File: src/rtl/pearson_pkg.sv
// Shared definitions for the Pearson bucket table slice.
// Contents:
//   PEARSON_HASH_W            width of the Pearson hash produced by the hasher
//   ST_MISS / ST_HIT / ST_COLL result status encodings
//   bucket_state_t            FSM state encoding of the bucket table
//   sat_inc16()               saturating 16-bit increment helper
package pearson_pkg;

  localparam int PEARSON_HASH_W = 8;

  localparam logic [1:0] ST_MISS = 2'b00;
  localparam logic [1:0] ST_HIT  = 2'b01;
  localparam logic [1:0] ST_COLL = 2'b10;

  typedef enum logic [1:0] {
    S_INIT   = 2'b00,
    S_IDLE   = 2'b01,
    S_LOOKUP = 2'b10,
    S_RESP   = 2'b11
  } bucket_state_t;

  // Increment that sticks at all-ones instead of wrapping.
  function automatic logic [15:0] sat_inc16(input logic [15:0] value);
    logic [15:0] result;
    if (value == 16'hFFFF) begin
      result = value;
    end else begin
      result = value + 16'd1;
    end
    return result;
  endfunction

endpackage

File: src/rtl/pearson_bucket_mem.sv
// Direct-mapped key storage for pearson_bucket_table.
// Each entry holds one valid bit and a KEY_W-bit key. Key bits are never
// reset; the owner invalidates entries one at a time through the clear port.
// Ports:
//   clk                          rising-edge clock
//   rd_idx / rd_valid / rd_key   asynchronous read port
//   wr_en / wr_idx / wr_key      write port: stores key and sets valid
//   clr_en / clr_idx             clear-one-entry port: drops the valid bit
// A clear and a write in the same cycle never happen in practice (they come
// from different FSM states); clear wins on the valid bit if they ever did.
module pearson_bucket_mem
  import pearson_pkg::*;
#(
  parameter int KEY_W = 8,
  parameter int IDX_W = 8
) (
  input  logic             clk,
  input  logic [IDX_W-1:0] rd_idx,
  output logic             rd_valid,
  output logic [KEY_W-1:0] rd_key,
  input  logic             wr_en,
  input  logic [IDX_W-1:0] wr_idx,
  input  logic [KEY_W-1:0] wr_key,
  input  logic             clr_en,
  input  logic [IDX_W-1:0] clr_idx
);

  localparam int DEPTH = 1 << IDX_W;

  logic             valid_r [DEPTH];
  logic [KEY_W-1:0] key_r   [DEPTH];

  // Valid bit array: cleared by the sweep, set by an insertion.
  always_ff @(posedge clk) begin
    if (clr_en) begin
      valid_r[clr_idx] <= 1'b0;
    end else if (wr_en) begin
      valid_r[wr_idx] <= 1'b1;
    end
  end

  // Key array: written only on insertion, never reset.
  always_ff @(posedge clk) begin
    if (wr_en) begin
      key_r[wr_idx] <= wr_key;
    end
  end

  assign rd_valid = valid_r[rd_idx];
  assign rd_key   = key_r[rd_idx];

endmodule

File: src/rtl/pearson_bucket_table.sv
// Pearson bucket table: uses an 8-bit Pearson hash as the index into a
// direct-mapped key table and classifies each (key, hash) pair as
// MISS (inserted), HIT (same key resident) or COLLISION (other key resident).
// Optional build macro: PEARSON_BUCKET_STATS_EN adds saturating 16-bit
// hit/miss/collision counters.
// Ports:
//   clk, rst_n          clock, asynchronous active-low reset
//   clear               level request to invalidate the table (IDLE only)
//   in_valid/in_ready   input handshake; in_key, in_hash carry the pair
//   out_valid/out_ready result handshake
//   out_status          00 MISS, 01 HIT, 10 COLLISION
//   out_index           table index used
//   out_stored_key      key resident at the index after the operation
//   init_done           sticky flag, set when the first sweep after reset ends
//   hit_cnt, miss_cnt, coll_cnt   (PEARSON_BUCKET_STATS_EN only)
// Flow: INIT sweeps every valid bit (2^IDX_W cycles), IDLE accepts a pair,
// LOOKUP reads/updates the entry in one cycle, RESP holds the result until
// out_ready. Peak rate is one pair every three cycles.
module pearson_bucket_table
  import pearson_pkg::*;
#(
  parameter int KEY_W = 8,
  parameter int IDX_W = 8
) (
  input  logic                      clk,
  input  logic                      rst_n,
  input  logic                      clear,
  input  logic                      in_valid,
  output logic                      in_ready,
  input  logic [KEY_W-1:0]          in_key,
  input  logic [PEARSON_HASH_W-1:0] in_hash,
  output logic                      out_valid,
  input  logic                      out_ready,
  output logic [1:0]                out_status,
  output logic [IDX_W-1:0]          out_index,
  output logic [KEY_W-1:0]          out_stored_key,
  output logic                      init_done
`ifdef PEARSON_BUCKET_STATS_EN
  ,
  output logic [15:0]               hit_cnt,
  output logic [15:0]               miss_cnt,
  output logic [15:0]               coll_cnt
`endif
);

  localparam logic [IDX_W-1:0] IDX_ONE  = IDX_W'(1'b1);
  localparam logic [IDX_W-1:0] IDX_ZERO = '0;
  localparam logic [IDX_W-1:0] CNT_LAST = {IDX_W{1'b1}};

  bucket_state_t    state_r, state_s;
  logic [IDX_W-1:0] cnt_r, cnt_s;
  logic [KEY_W-1:0] key_r, key_s;
  logic [IDX_W-1:0] idx_r, idx_s;
  logic             out_valid_r, out_valid_s;
  logic [1:0]       status_r, status_s;
  logic [IDX_W-1:0] index_r, index_s;
  logic [KEY_W-1:0] stored_r, stored_s;
  logic             init_done_r, init_done_s;

  logic             clr_en_s;
  logic             wr_en_s;
  logic             stats_clr_s;
  logic             resp_done_s;
  logic             rd_valid_s;
  logic [KEY_W-1:0] rd_key_s;
  logic             unused_hash_s;

  // Hash bits above the index width play no part in addressing.
  assign unused_hash_s = ^in_hash;

  pearson_bucket_mem #(
    .KEY_W (KEY_W),
    .IDX_W (IDX_W)
  ) u_mem (
    .clk      (clk),
    .rd_idx   (idx_r),
    .rd_valid (rd_valid_s),
    .rd_key   (rd_key_s),
    .wr_en    (wr_en_s),
    .wr_idx   (idx_r),
    .wr_key   (key_r),
    .clr_en   (clr_en_s),
    .clr_idx  (cnt_r)
  );

  // Next-state, datapath next values and memory strobes.
  always_comb begin
    state_s     = state_r;
    cnt_s       = cnt_r;
    key_s       = key_r;
    idx_s       = idx_r;
    out_valid_s = out_valid_r;
    status_s    = status_r;
    index_s     = index_r;
    stored_s    = stored_r;
    init_done_s = init_done_r;
    clr_en_s    = 1'b0;
    wr_en_s     = 1'b0;
    stats_clr_s = 1'b0;
    resp_done_s = 1'b0;
    case (state_r)
      S_INIT: begin
        clr_en_s = 1'b1;
        if (cnt_r == CNT_LAST) begin
          state_s     = S_IDLE;
          cnt_s       = IDX_ZERO;
          init_done_s = 1'b1;
        end else begin
          cnt_s = cnt_r + IDX_ONE;
        end
      end
      S_IDLE: begin
        // clear outranks a pair offered in the same cycle
        if (clear) begin
          state_s     = S_INIT;
          cnt_s       = IDX_ZERO;
          stats_clr_s = 1'b1;
        end else if (in_valid) begin
          key_s   = in_key;
          idx_s   = in_hash[IDX_W-1:0];
          state_s = S_LOOKUP;
        end else begin
          state_s = S_IDLE;
        end
      end
      S_LOOKUP: begin
        out_valid_s = 1'b1;
        index_s     = idx_r;
        state_s     = S_RESP;
        if (!rd_valid_s) begin
          wr_en_s  = 1'b1;
          status_s = ST_MISS;
          stored_s = key_r;
        end else if (rd_key_s == key_r) begin
          status_s = ST_HIT;
          stored_s = rd_key_s;
        end else begin
          // resident key stays; report what is there
          status_s = ST_COLL;
          stored_s = rd_key_s;
        end
      end
      S_RESP: begin
        if (out_ready) begin
          out_valid_s = 1'b0;
          resp_done_s = 1'b1;
          state_s     = S_IDLE;
        end else begin
          state_s = S_RESP;
        end
      end
      default: begin
        state_s = S_INIT;
        cnt_s   = IDX_ZERO;
      end
    endcase
  end

  // State and datapath registers.
  always_ff @(posedge clk or negedge rst_n) begin
    if (!rst_n) begin
      state_r     <= S_INIT;
      cnt_r       <= IDX_ZERO;
      key_r       <= '0;
      idx_r       <= IDX_ZERO;
      out_valid_r <= 1'b0;
      status_r    <= ST_MISS;
      index_r     <= IDX_ZERO;
      stored_r    <= '0;
      init_done_r <= 1'b0;
    end else begin
      state_r     <= state_s;
      cnt_r       <= cnt_s;
      key_r       <= key_s;
      idx_r       <= idx_s;
      out_valid_r <= out_valid_s;
      status_r    <= status_s;
      index_r     <= index_s;
      stored_r    <= stored_s;
      init_done_r <= init_done_s;
    end
  end

  assign in_ready       = (state_r == S_IDLE) && !clear;
  assign out_valid      = out_valid_r;
  assign out_status     = status_r;
  assign out_index      = index_r;
  assign out_stored_key = stored_r;
  assign init_done      = init_done_r;

`ifdef PEARSON_BUCKET_STATS_EN
  logic [15:0] hit_cnt_r;
  logic [15:0] miss_cnt_r;
  logic [15:0] coll_cnt_r;

  // Result counters, bumped on each completed response handshake.
  always_ff @(posedge clk or negedge rst_n) begin
    if (!rst_n) begin
      hit_cnt_r  <= 16'd0;
      miss_cnt_r <= 16'd0;
      coll_cnt_r <= 16'd0;
    end else if (stats_clr_s) begin
      hit_cnt_r  <= 16'd0;
      miss_cnt_r <= 16'd0;
      coll_cnt_r <= 16'd0;
    end else if (resp_done_s) begin
      case (status_r)
        ST_MISS: miss_cnt_r <= sat_inc16(miss_cnt_r);
        ST_HIT:  hit_cnt_r  <= sat_inc16(hit_cnt_r);
        ST_COLL: coll_cnt_r <= sat_inc16(coll_cnt_r);
        default: coll_cnt_r <= coll_cnt_r;
      endcase
    end
  end

  assign hit_cnt  = hit_cnt_r;
  assign miss_cnt = miss_cnt_r;
  assign coll_cnt = coll_cnt_r;
`else
  logic unused_stats_s;
  assign unused_stats_s = stats_clr_s ^ resp_done_s;
`endif

endmodule

File: config.mk
export PLATFORM = sky130hd
export DESIGN_NAME = pearson_bucket_table
export DESIGN_NICKNAME = d
export VERILOG_FILES = /design/src/rtl/pearson_pkg.sv /design/src/rtl/pearson_bucket_mem.sv /design/src/rtl/pearson_bucket_table.sv
export SDC_FILE = /design/constraint.sdc
export NUM_CORES = 2
export LEC_CHECK = 0
export ABC_CLOCK_PERIOD_IN_PS = 10200
export CAP_MARGIN = 20
export CORE_AREA = 10 10 432 476
export CTS_CLUSTER_DIAMETER = 100
export CTS_CLUSTER_SIZE = 16
export DETAILED_ROUTE_END_ITERATION = 8
export DIE_AREA = 0 0 442 486
export DONT_BUFFER_PORTS = 1
export PLACE_DENSITY = 0.65
export RECOVER_POWER = 100
export SYNTH_ARGS = -nofsm -noshare
export SYNTH_HDL_FRONTEND = slang
export SYNTH_SLANG_ARGS = --single-unit
File: constraint.sdc
create_clock -name clk -period 10.2 [get_ports clk]
set_clock_uncertainty 0.15 [all_clocks]
set_input_delay 2.04 -clock clk [delete_from_list [all_inputs] [get_ports clk]]
set_output_delay 2.04 -clock clk [all_outputs]
set_load 0.005 [all_outputs]
==> results.sh <==
export IMPL_ant_nets=0
export IMPL_crit_path_start_kind="flop"
export IMPL_port_buffers=0
export IMPL_max_slew_margin_rel_pct=-212
export IMPL_setup_viol=0
export IMPL_avgSynthCellArea_sq_um=18.8
export IMPL_synth_flop_cell="edfxtp_1"
export IMPL_wl_per_cell_microns=32.3
export IMPL_clk_transition_reported_paths_ns=0.07
export IMPL_first_pass_iters=6
export IMPL_timing_hold_ws_ns=0.367
export IMPL_die_area_sq_um=215000
export IMPL_post_cts_buffers=0
export IMPL_grt_pass1_wl_microns=351000
export IMPL_crit_path_max_fanout=30
export IMPL_fin_area_sq_um=100000
export IMPL_dp_worst_setup_slack_ns=2.61
export IMPL_core_area_sq_um=196000
export IMPL_worstHoldStart="out_index[4]$_DFFE_PN0P_"
export IMPL_placed_area_sq_um=96000
export IMPL_r2r_start="idx_r[3]$_DFFE_PN0P_"
export IMPL_endpoint_kind="flop"
export IMPL_grt_overflow=0
export IMPL_grt_pass1_vias=47900
export IMPL_clkSinkCount=2350
export IMPL_clockBufferDepth=3
export IMPL_required_ns=10.50
export IMPL_path_class="flop to flop"
export IMPL_syn_nets=4974
export IMPL_clockRootBuffer="clkbuf_16"
export IMPL_cp_arrival_ns=9.45
export IMPL_ys_async_sr_fraction_pct=1.96
export IMPL_status="finished, violations left"
export IMPL_antenna_found_initial=4
export IMPL_timing_final_ws_setup_ns=1.04
export IMPL_finalHoldViolCount=0
export IMPL_synthesis_area_sq_um=93200
export IMPL_power_switching_mw=10.0
export IMPL_avgViaCountPerCell=6.39
export IMPL_seqPwrFrac_pct=45.7
export IMPL_clkPwrFrac_pct=21.6
export IMPL_crit_start="idx_r[3]$_DFFE_PN0P_"
export IMPL_vias=48200
export IMPL_synthCells=4952
export IMPL_insertion_delay_ns=0.83
export IMPL_cts_buffers=164
export IMPL_htreeDepth=4
export IMPL_grtUsageTotal_pct=22.3
export IMPL_power_total_mw=28.3
export IMPL_drc=0
export IMPL_areaGrowthSynthToFinish_pct=7.67
export IMPL_drt_iter0_drc=6102
export IMPL_finalCritPeriodShare_pct=89.8
export IMPL_combPwrFrac_pct=32.7
export IMPL_cts_hold_buf=0
export IMPL_finalMaxSlewViolations=2249
export IMPL_ir_drop_mv=0.251
export IMPL_violations="max-capacitance violations, max-slew violations"
export IMPL_final_nets=4925
export IMPL_synth_warnings=0
export IMPL_cts_tree="done"
export IMPL_die_w_microns=442
export IMPL_hold_path_class="flop to flop"
export IMPL_maxCapViolations=40
export IMPL_io_pins=42
export IMPL_tightest_slew_ns=4.68
export IMPL_switching_share_pct=35.3
export IMPL_hpwlAfterDp_microns=146000
export IMPL_internal_power_mw=18.3
export IMPL_seq_area_frac_synth_pct=75.5
export IMPL_routed_wl_microns=244000
export IMPL_place_congestion=0.851
export IMPL_setup_tns_final_ns=0
export IMPL_p_leak_nw=30.6
export IMPL_die_y_microns=486
export IMPL_drive_gt1_share_pct=15.6
export IMPL_start_util_pct=47.5
export IMPL_synth_seq_cells=2350
export IMPL_rsz0062_at_grt="false"
export IMPL_grt_max_degree=191
export IMPL_max_freq_mhz=109
export IMPL_rows=171
export IMPL_pwr_density_cell_nw_per_um2=282
export IMPL_ys_types=85
export IMPL_min_period_ns=9.16
export IMPL_synth_edf_count=2304
export IMPL_cts_resized=0
[synthesized netlist by cell type, types with 7 or more instances]
library cell,count,share of area (%)
mux2i_1,322,3.5
nand3_1,106,0.57
a31oi_1,28,0.19
mux4_2,452,11
a22o_1,12,0.11
a22oi_1,164,1.3
a41oi_1,9,0.085
mux2_2,31,0.37
inv_1,7,0.028
buf_2,82,0.44
nor4_1,16,0.11
xnor2_1,7,0.066
nor3_1,17,0.091
or2_2,10,0.067
clkbuf_1,178,0.72
edfxtp_1,2304,74
a21oi_1,38,0.20
nand2b_1,17,0.11
and2_1,9,0.060
nand2_1,187,0.75
nor2b_1,18,0.12
buf_4,25,0.20
nand4_1,24,0.16
nor2_1,559,2.3
a221oi_1,16,0.15
dfrtp_1,46,1.2
buf_1,32,0.13
o22ai_1,36,0.24
and3_1,21,0.14
o21ai_0,54,0.29
[layout make-up]
class	count	area, sq um
multi-input cells	2271	21400
diodes	2	5.00
clock buffers	201	4370
inverters	11	48.8
clock inverters	9	123
fillers	15400	95800
flip-flops and latches	2350	70400
repair buffers	105	773
well taps	2595	3250
[layer usage]
layer,track usage [%],vias to the layer above,wire [microns]
li1,-,19700,-
met1,30.4,25400,93800
met2,35.5,2574,116000
met3,4.31,464,23200
met4,8.61,2,10500
met5,0,-,11
[critical path, stage by stage (launching register included)]
cell,delay (ns)
dfrtp_2,0.34
clkbuf_1,2.16
mux4_2,0.67
a22oi_1,0.15
a31oi_1,0.40
nor4_4,0.09
clkbuf_1,0.49
nand4_1,0.29
clkbuf_1,2.22
clkbuf_2,1.17
nor2_1,0.51
[flip-flops by register name, summed over array words and instances (netlist names)]
signal	count
cnt_r	8
idx_r	8
init_done	1
key_r	8
out_index	8
out_status	2
out_stored_key	8
out_valid	1
state_r	2
u_mem.key_r	2048
u_mem.valid_r	256
[worst paths after layout]
check,to,slack [ns],cells after the start
setup / recovery,u_mem.key_r[34][6]$_DFFE_PP_,1.04,10
hold / removal,out_index[4]$_DFFE_PN0P_,0.37,2
setup reg to reg,u_mem.key_r[34][6]$_DFFE_PP_,1.04,10
hold reg to reg,out_index[4]$_DFFE_PN0P_,0.37,2
max in group asynchronous,idx_r[2]$_DFFE_PN0P_,9.03,0
min in group asynchronous,key_r[2]$_DFFE_PN0P_,0.75,0
[stage by stage]
step / std cells / util, %
detailed placement: 7329 / 49.0
global placement: 7326 / 48.9
CTS: 7539 / 51.2
global route: 7543 / 51.2
finish: 7544 / 51.2
floorplan: 4952 / -
[logic make-up after synthesis]
group / count (synthesis) / share of synthesized area [%]
AND/OR/NAND/NOR: 1020 / 4.79
multiplexers: 808 / 14.8
AO/OA/AOI/OAI: 430 / 3.24
flip-flops: 2350 / 75.5
XOR/XNOR: 12 / 0.113
buffers and inverters: 331 / 1.57
adder cells (fa/ha/maj): 1 / 0.0134
[placed cells by master (no fill, tap or decap), types with 36 or more instances in the layout]
cell type  instances
buf_4             58
clkbuf_16        170
a22oi_1          164
o21ai_0           62
mux2i_1          325
clkbuf_1          65
o22ai_1           36
dfrtp_1           40
edfxtp_1        2304
nor2_1           556
mux4_2           452
nand2_1          187
nand3_1          106
a21oi_1           38
[power groups by stage]
| stage | sequential [mW] | combinational [mW] | clock, mW |
|---|---|---|---|
| global placement | 13.0 | 9.10 | 0 |
| finish | 12.9 | 9.27 | 6.11 |
| detailed placement | 13.0 | 9.22 | 0 |
| global route | 13.0 | 9.64 | 6.55 |
| CTS | 12.8 | 9.22 | 6.20 |
| floorplan | 13.4 | 5.20 | 0 |
No activity file was read; power rests on OpenSTA's default activity.
